### src/rtl/conv_frame_collector.sv
// Sink of the convolution pipeline: saturates each valid result to OUT_W bits and
// packs one frame of (M-K+1)x(N-K+1) outputs into a host-readable buffer.
module conv_frame_collector #(
    parameter int N      = 5,
    parameter int M      = 5,
    parameter int K      = 3,
    parameter int OUT_W  = 8,
    parameter int ADDR_W = 4
) (
    input  logic              clk,
    input  logic              reset,
    input  logic              start,
    input  logic [31:0]       pxl_in,
    input  logic              pxl_valid,
    input  logic [ADDR_W-1:0] rd_addr,
    output logic [OUT_W-1:0]  rd_data,
    output logic [ADDR_W-1:0] wr_count,
    output logic              busy,
    output logic              done,
    output logic              overflow
);

    localparam int TOTAL = (M - K + 1) * (N - K + 1);
    localparam int DEPTH = 1 << ADDR_W;
    localparam logic [ADDR_W:0] TOTAL_W = (ADDR_W + 1)'(TOTAL);
    localparam logic [31:0]     MAXV    = (32'd1 << OUT_W) - 32'd1;

    localparam logic [1:0] ST_IDLE    = 2'd0;
    localparam logic [1:0] ST_COLLECT = 2'd1;
    localparam logic [1:0] ST_DONE    = 2'd2;

    // Clamp a signed 32-bit result into the unsigned output pixel range.
    function automatic logic [OUT_W-1:0] sat(input logic [31:0] x);
        logic [OUT_W-1:0] r;
        if ($signed(x) < $signed(32'sd0)) begin
            r = '0;
        end else if (x > MAXV) begin
            r = MAXV[OUT_W-1:0];
        end else begin
            r = x[OUT_W-1:0];
        end
        return r;
    endfunction

    logic [1:0]        state_q, state_d;
    logic [ADDR_W-1:0] wr_count_q, wr_count_d;
    logic              busy_q, busy_d;
    logic              done_q, done_d;
    logic              overflow_q, overflow_d;
    logic [OUT_W-1:0]  rd_data_q, rd_data_d;
    logic              we_s;
    logic [ADDR_W:0]   wr_inc_s;
    logic [OUT_W-1:0]  wr_word_s;
    logic [OUT_W-1:0]  mem_q [DEPTH];

    assign wr_inc_s  = {1'b0, wr_count_q} + {{ADDR_W{1'b0}}, 1'b1};
    assign wr_word_s = sat(pxl_in);

    // Frame-capture control; start overrides any same-cycle beat.
    always_comb begin
        state_d    = state_q;
        wr_count_d = wr_count_q;
        done_d     = done_q;
        overflow_d = overflow_q;
        we_s       = 1'b0;
        if (start) begin
            state_d    = ST_COLLECT;
            wr_count_d = '0;
            done_d     = 1'b0;
            overflow_d = 1'b0;
        end else begin
            case (state_q)
                ST_IDLE: begin
                    state_d = ST_IDLE;
                end
                ST_COLLECT: begin
                    if (pxl_valid) begin
                        we_s       = 1'b1;
                        wr_count_d = wr_inc_s[ADDR_W-1:0];
                        if (wr_inc_s == TOTAL_W) begin
                            state_d = ST_DONE;
                            done_d  = 1'b1;
                        end else begin
                            state_d = ST_COLLECT;
                        end
                    end else begin
                        state_d = ST_COLLECT;
                    end
                end
                ST_DONE: begin
                    if (pxl_valid) begin
                        overflow_d = 1'b1;
                    end else begin
                        overflow_d = overflow_q;
                    end
                end
                default: begin
                    state_d = ST_IDLE;
                end
            endcase
        end
        busy_d = (state_d == ST_COLLECT);
    end

    // Read port: out-of-frame addresses return zero.
    always_comb begin
        if ({1'b0, rd_addr} < TOTAL_W) begin
            rd_data_d = mem_q[rd_addr];
        end else begin
            rd_data_d = '0;
        end
    end

    // Control and status registers.
    always_ff @(posedge clk or negedge reset) begin
        if (!reset) begin
            state_q    <= ST_IDLE;
            wr_count_q <= '0;
            busy_q     <= 1'b0;
            done_q     <= 1'b0;
            overflow_q <= 1'b0;
            rd_data_q  <= '0;
        end else begin
            state_q    <= state_d;
            wr_count_q <= wr_count_d;
            busy_q     <= busy_d;
            done_q     <= done_d;
            overflow_q <= overflow_d;
            rd_data_q  <= rd_data_d;
        end
    end

    // Frame buffer; the read register samples the pre-write word.
    always_ff @(posedge clk or negedge reset) begin
        if (!reset) begin
            for (int i = 0; i < DEPTH; i++) begin
                mem_q[i] <= '0;
            end
        end else begin
            if (we_s) begin
                mem_q[wr_count_q] <= wr_word_s;
            end else begin
                mem_q[wr_count_q] <= mem_q[wr_count_q];
            end
        end
    end

    assign rd_data  = rd_data_q;
    assign wr_count = wr_count_q;
    assign busy     = busy_q;
    assign done     = done_q;
    assign overflow = overflow_q;

endmodule
### config.mk
export PLATFORM = sky130hd
export DESIGN_NAME = conv_frame_collector
export DESIGN_NICKNAME = d
export VERILOG_FILES = /design/src/rtl/conv_frame_collector.sv
export SDC_FILE = /design/constraint.sdc
export NUM_CORES = 1
export LEC_CHECK = 0
export ABC_AREA = 1
export CAP_MARGIN = 15
export CORE_MARGIN = 8
export CORE_UTILIZATION = 45
export DETAILED_ROUTE_END_ITERATION = 10
export HOLD_SLACK_MARGIN = 0.02
export SLEW_MARGIN = 15
export SYNTH_ARGS = -nofsm -noshare
export SYNTH_HDL_FRONTEND = slang
export SYNTH_SLANG_ARGS = --single-unit
### constraint.sdc
create_clock -name clk -period 2.65 [get_ports clk]
set_input_delay 0.53 -clock clk [delete_from_list [all_inputs] [get_ports clk]]
set_output_delay 0.53 -clock clk [all_outputs]
set_load 0.01 [all_outputs]
==> After elaboration in Yosys (flattened, before gate mapping) <==
Cells that the tools add are included.
{ "totals": {"register_bits": 145, "elab_cells": 74} }
{ "classes": {"add_sub_neg": 1, "magnitude_cmp": 6, "n_eq_ne": 4, "muxes": 31, "bitwise": 2, "reduce_logical": 8} }
{ "ops": {"columns": ["cell", "count"], "rows": [
  ["128-bit bitwise mux", 2],
  ["128-bit 2-to-1 mux", 1],
  ["8-bit binary-select mux with 4-bit select", 2],
  ["8-bit 2-to-1 mux", 8],
  ["8-bit demux with 4-bit select", 1],
  ["32-bit by 8-bit > comparator with 1-bit output, second input constant", 1],
  ["32-bit by 1-bit < comparator with 1-bit output, second input constant", 1],
  ["4-bit 2-to-1 mux", 3],
  ["5-bit >= comparator, second input constant", 2],
  ["1-bit 2-to-1 mux", 10],
  ["4-bit NOT with 5-bit output", 2],
  ["2-bit nonzero test", 4],
  ["2-bit 2-to-1 mux", 3],
  ["4-bit by 1-bit adder with 5-bit output, second input constant", 1],
  ["5-bit by 4-bit equality test with 1-bit output, second input constant", 1],
  ["5-bit by 1-bit < comparator with 1-bit output, second input constant", 1],
  ["2-bit by 1-bit equality test with 1-bit output, second input constant", 2],
  ["4-bit < comparator, second input constant", 1],
  ["2-bit one-hot mux with 2 select lines", 1],
  ["2-bit AND reduction", 2],
  ["3-bit AND reduction", 1],
  ["2-bit equality test, second input constant", 1],
  ["1-bit logical AND", 1]
]} }

==> Longest topological paths before layout <==
Gate-level depths: netlist of run 1.
{ "logic_depth": {"ltp_word": 7, "mapped_depth": 13} }

==> Least setup slack after synthesis of run 1 <==
No wires, ideal clock.
{ "synth_path": {"kind": "register to register", "from": "register wr_count_q[1], in the netlist wr_count[1]", "to": "register mem_q[21] in the netlist's numbering", "setup_ns": 0.069, "arrival_ns": 1.854, "t_required_ns": 2.581, "slack_ns": 0.727, "path_stages_with_launch": 10, "n_path_buf": 3, "synth_period_minus_slack_ns": 1.923, "cell_sequence": "dfrtp_1 -> buf_2 -> inv_4 -> buf_2 -> ha_1 -> clkinv_2 -> nor2_2 -> buf_2 -> nand4_1 -> nand3_1"} }
{ "synth_between": {"elab_chain_len": 7, "word_cells_on_any_way": 12} }
{ "synth_rtl": {"columns": ["item", "line_no", "rtl"], "rows": [
  ["start, declared", "46", "logic [ADDR_W-1:0] wr_count_q, wr_count_d;"],
  ["start signal, assigned", "125", "wr_count_q <= wr_count_d;"],
  ["4-bit NOT with 5-bit output (implied by the code) *", "141, 143", null],
  ["5-bit >= comparator (implied by the code) / 5-bit by 1-bit < comparator with 1-bit output (equally long branches)", "141, 143", null],
  ["1-bit logical AND (implied by the code)", "141, 143", null],
  ["8-bit 2-to-1 mux (implied by the code)", "141, 143", null],
  ["8-bit demux with 4-bit select", "141, 143", null],
  ["128-bit bitwise mux (on tied branches)", "143, 141", null],
  ["128-bit 2-to-1 mux *", "140", "if (we_s) begin"],
  ["end signal, assigned by index", "141", "mem_q[wr_count_q] <= wr_word_s;"],
  ["end signal, assigned by index", "143", "mem_q[wr_count_q] <= mem_q[wr_count_q];"],
  ["end, declared", "54", "logic [OUT_W-1:0] mem_q [DEPTH];"]
]} }
Mark *: on every way between the ends. The rest lies on a longest branch, timed or not. The select of a mux whose other input is x is not followed.
A chain may end at the register's enable or synchronous reset.

==> Final worst setup path of run 1 <==
{ "layout_path": {"from": "register wr_count_q[0], in the netlist wr_count[0]", "to": "output wr_count[0]"} }
{ "layout_lines": {"columns": ["item", "line_no", "rtl"], "rows": [
  ["end, declared", "17", "output logic [ADDR_W-1:0] wr_count,"]
]} }
No word-level cell between the ends.

==> results of run 1 <==
-- registers in the layout (all words and copies together), names as in the netlist --
name / cells
overflow: 1
rd_data: 8
state_q: 2
busy: 1
done: 1
wr_count: 4
mem_q: 128
-- path summary, 6_finish.rpt --
check,start,end,cells after the start
hold / removal,reset,mem_q[112],1
min in group clk,mem_q[57],mem_q[57],2
hold reg to reg,mem_q[57],mem_q[57],2
max in group asynchronous,reset,wr_count[0],2
setup reg to reg,wr_count[1],mem_q[100],7
setup / recovery,wr_count[0],wr_count[0],2
-- cell usage after synthesis (30+ instances only) --
cell     count
dfrtp_1    145
nand2_1    361
nand3_2     60
buf_2       36
inv_1      164
nor2_1      30
a21oi_1     30
nand3_1    248
nand4_1    144
o21ai_0     33
-- routing by layer --
metal,vias to the layer above,GRT usage
met3,86,0.0362
met4,0,0.122
met2,412,0.406
li1,4823,-
met1,4887,0.318
met5,-,0
-- cell families (layout without fill, tap and decap cells) --
group	Yosys count	after routing	share of synthesized area
flip-flops	145	145	0.349
XOR/XNOR	1	1	0.000842
adder cells (fa/ha/maj)	7	7	0.00842
AND/OR/NAND/NOR	904	904	0.465
AO/OA/AOI/OAI	81	81	0.0404
buffers and inverters	305	323	0.136
-- power by group through the flow --
stage | sequential (mW) | clock, mW | combinational (mW)
finish | 3.03 | 2.44 | 2.79
global route | 3.08 | 2.53 | 3.05
CTS | 3.03 | 2.46 | 2.78
detailed placement | 3.06 | 0 | 2.76
global placement | 3.05 | 0 | 2.74
floorplan | 2.95 | 0 | 1.98
-- worst max-delay path: cells and delay by family (launching register included) --
kind / cells / cell delay, ns
buffers and inverters: 2 / 1.05
DFF: 1 / 0.38
-- cell type report --
class,count,area (um^2)
multi-input cells,993,5360
flip-flops and latches,145,3630
clock inverters,9,110
fillers,2289,11000
inverters,193,738
clock buffers,21,460
well taps,285,357
repair buffers,100,1020
==> results.ini, run 1 <==
[clock_network]
cts_inserted_buffers=17
clkSinkCount=145
clk_pin_slew_ns=0.06
h-tree-depth=4
clk_latency_ns=0.44
cts_setup_buffers=0
cts_tree=done
clockRootBuffer=clkbuf_16
ctsResizeCount=0
postCtsHoldBufs=0
cts_buffer_depth=2

[die]
die_x_um=168
initial_utilization=0.459
coreArea_mm2=0.0226
dieArea_mm2=0.0282
placementRows=55
io_pins=55
die_y_um=168

[synth]
ys_warn_count=0
ys_ff_latch=145
netlist_instances=1443
synth_seq_area_share=0.349
yosysTopAreaCellShare=0.349
synth.area.top_cells=dfrtp_1, nand2_1, nand3_1
synth_top_area_cell=dfrtp_1
synth.avg_cell_area_um2=7.21
synthArstFlopShare=1.00
netlist_area_mm2=0.0104
synth-edff-count=0
syn_nets=1490
synth_flop_cell=dfrtp_1
yosysUniqueCellTypes=29

[power_and_ir_drop]
peakVddDrop_uv=468
power_density_mw_per_mm2=708
combPwrFrac=0.338
p_seq_frac=0.367
swShare=0.401
pwr-share-clk=0.295
p_total_mw=8.26
p_sw_mw=3.31
power.leakage_nw=5.62
internal_power_mw=4.95

[sta]
period_share=0.903
hold_viol=0
hold_slack_ns=0.0616
fmax_mhz=418
setup_viol=0
finalMaxSlewViolations=0
min_period_ns=2.39
skew_ns=0.0108
rsz0062_at_grt=false
finalSetupTns_ns=0
tightest_slew_ns=0.752
layout_setup_ws_ns=0.257
slew_headroom=0.499

[critical_path]
cp_max_fo=34
cp.arrival_ns=1.86
cp_slowest_cell=clkdlybuf4s50_1
critPathKind=register to output pin
endpoint_kind=output pin
rrSetupSlack_ns=0.34
start_kind=register
cp_slowest_stage_delay_ns=0.64
cp_data_required_time_ns=2.12
worstPathCellList=buf_4, clkdlybuf4s50_1

[placement]
gp_congestion=0.868
placedInstanceArea_mm2=0.0111
dp_hpwl_mm=22.0
place_inst=1716
numPortBuffers=54
preCtsSetupSlack_ns=0.289

[global_route]
grt_antenna_before_repair=0
track_usage=0.249
grt_max_degree=81
grt_pass1_wl_mm=55.5
overflow=0
grt_pass1_vias=9841

[detailed_routing]
met3_length_mm=2.19
wl_per_cell_um=20.0
wirelength_mm=34.8
viasPerCell=5.85
drt_iter0_drc=954
met2WireLength_mm=17.0
ant_nets=0
highest_layer=met4
vias=10208
met1_length_mm=14.4
drcViolationCount=0
dr.pass1.iters=7

[finish]
fin_cells=1746
drive_above_1_share=0.140
design_area_mm2=0.0117
areaGrowthSynthToFinish_pct=12.3
fin_util=0.516
final_common_cell=nand2_1
fin_nets=1497
antennaDiodeCount=0
final_cell_mix=nand2_1, nand3_1, inv_1

[status]
outcome=finished, final reports clean

[job]
drv_cap=0

[worst_hold_path]
hp-class=input port to async pin

Note: power is estimated with default switching activity, not from simulation.
==> inputs of run 2 (changes only) <==
Settings changed: CELL_PAD_IN_SITES_DETAIL_PLACEMENT set to 1, CELL_PAD_IN_SITES_GLOBAL_PLACEMENT set to 2, CORE_UTILIZATION 45 to 36, GPL_ROUTABILITY_DRIVEN set to 0, PLACE_DENSITY_LB_ADDON set to 0.1.
==> run 2 against run 1 <==
Clock power down 2%. Combinational power increased by 7%. Sequential share of layout area down 0.50 points. Critical endpoint is now wr_count[1].
==> results.ini, run 2 (synthesis gave the netlist of run 1 again) <==
[detailed_routing]
wirelength_mm=42.0  ; was 34.8 mm
viasPerCell=5.55  ; was 5.85
ant_nets=0  ; unchanged
wl_per_cell_um=22.6  ; was 20.0 um
drcViolationCount=0  ; unchanged
dr.pass1.iters=5  ; was 7
drt_iter0_drc=693  ; was 954
vias=10305  ; was 10208

[finish]
antennaDiodeCount=0  ; unchanged
largest_reg_flops=128  ; unchanged
largest-register=mem_q  ; unchanged
final_common_cell=nand2_1  ; unchanged
areaGrowthSynthToFinish_pct=14.1  ; was 12.3%
fin_util=0.416  ; was 0.516
final_cell_mix=nand2_1, nand3_1, inv_1  ; unchanged
fin_nets=1507  ; was 1497
drive_above_1_share=0.148  ; was 0.140

[global_route]
track_usage=0.251  ; was 0.249
overflow=0  ; unchanged
grt_antenna_before_repair=0  ; unchanged
grt_pass1_vias=10549  ; was 9841
grt_pass1_wl_mm=65.9  ; was 55.5 mm
grt_max_degree=68  ; was 81

[clock_network]
cts_tree=done  ; unchanged
clk_pin_slew_ns=0.07  ; was 0.06 ns
clkSinkCount=145  ; unchanged
clockRootBuffer=clkbuf_16  ; unchanged
cts_inserted_buffers=17  ; unchanged
cts_buffer_depth=2  ; unchanged
ctsResizeCount=0  ; unchanged
h-tree-depth=4  ; unchanged
clk_latency_ns=0.44  ; about the same

[sta]
setup_viol=0  ; unchanged
finalSetupTns_ns=0  ; unchanged
hold_viol=0  ; unchanged
finalMaxSlewViolations=0  ; unchanged
fmax_mhz=405  ; was 418 MHz
skew_ns=0.0147  ; was 0.0108 ns
layout_setup_ws_ns=0.182  ; was 0.257 ns
period_share=0.931  ; was 0.903
min_period_ns=2.47  ; was 2.39 ns
tightest_slew_ns=0.607  ; was 0.752 ns
rsz0062_at_grt=false  ; unchanged
slew_headroom=0.595  ; was 0.499

[job]
drv_cap=0  ; unchanged

[die]
placementRows=62  ; was 55
dieArea_mm2=0.0346  ; was 0.0282 mm^2
coreArea_mm2=0.0285  ; was 0.0226 mm^2
initial_utilization=0.364  ; was 0.459
io_pins=55  ; unchanged
die_x_um=186  ; was 168 um
die_y_um=186  ; was 168 um

[power_and_ir_drop]
combPwrFrac=0.352  ; was 0.338
power_density_mw_per_mm2=712  ; was 708 mW/mm^2
swShare=0.434  ; was 0.401
p_sw_mw=3.67  ; was 3.31 mW
pwr-share-clk=0.283  ; was 0.295
internal_power_mw=4.79  ; was 4.95 mW
power.leakage_nw=5.66  ; was 5.62 nW
p_seq_frac=0.364  ; was 0.367
peakVddDrop_uv=347  ; was 468 uV

[critical_path]
critPathKind=register to output pin  ; unchanged
cp_data_required_time_ns=2.12  ; about the same
start_kind=register  ; unchanged
endpoint_kind=output pin  ; unchanged
cp.arrival_ns=1.94  ; was 1.86 ns
cp_max_fo=36  ; was 34

[worst_hold_path]
hp-class=register to register  ; was input port to async pin

[placement]
dp_hpwl_mm=27.4  ; was 22.0 mm
numPortBuffers=54  ; unchanged
preCtsSetupSlack_ns=0.232  ; was 0.289 ns

[status]
outcome=finished, final reports clean  ; unchanged

==> run 2: worst max-delay path: stages (launching register included) <==
cell and delay (ns):
dfrtp_1 0.39, buf_4 0.48, clkdlybuf4s50_1 0.64
==> run 2: repair_timing <==
action	CTS	global route
buffers inserted	0	0
hold buffers	1	0
hold endpoints to repair	2	0
==> run 2: routing by layer <==
| metal | GRT usage | vias up | share of wire |
|---|---|---|---|
| met3 | 0.0252 | 65 | 0.031 |
| met2 | 0.410 | 202 | 0.48 |
| li1 | - | 4841 | - |
| met4 | 0.0950 | 0 | 0.031 |
| met5 | 0 | - | 0 |
| met1 | 0.337 | 5197 | 0.45 |
==> run 2: power groups by stage <==
stage          combinational, mW  clock [mW]  sequential (mW)
4_1_cts                     2.99        2.43             3.07
2_1_floorplan               1.98           0             2.95
5_1_grt                     3.24        2.51             3.13
6_report                    2.98        2.39             3.08
3_3_place_gp                2.94           0             3.11
3_5_place_dp                2.96           0             3.11
==> run 2: final timing paths <==
kind                              from           to  slack [ns]  depth (start not counted)
max                        wr_count[1]  wr_count[1]        0.18                          2
min                          mem_q[58]    mem_q[58]        0.49                          2
max reg2reg                wr_count[0]    mem_q[78]        0.28                          8
min reg2reg                  mem_q[58]    mem_q[58]        0.49                          2
max in group asynchronous        reset   mem_q[106]        1.33                          3
min in group asynchronous        reset    mem_q[42]        0.60                          2
==> run 2: area by class of cell <==
class	count	area [um^2]
repair buffers	110	1100
inverters	193	738
well taps	384	480
fillers	3663	16700
clock buffers	18	439
multi-input cells	993	5360
clock inverters	14	119
flip-flops and latches	145	3630
==> run 2: metrics by stage <==
stage,hold slack (ns),std cells,power [mW],area (um^2)
finish,0.495,1857,8.45,11900
global route,0.516,1857,8.88,11900
CTS,0.500,1857,8.49,11900
detailed placement,0.482,1824,6.07,11300
global placement,0.480,1824,6.05,11300
floorplan,0.234,1443,4.93,10400
==> inputs of run 3 (changes only) <==
Settings changed: HOLD_SLACK_MARGIN 0.02 to 0.08.
==> results of run 3 <==
No change in the layout: final DEF, timing and power equal those of run 2.
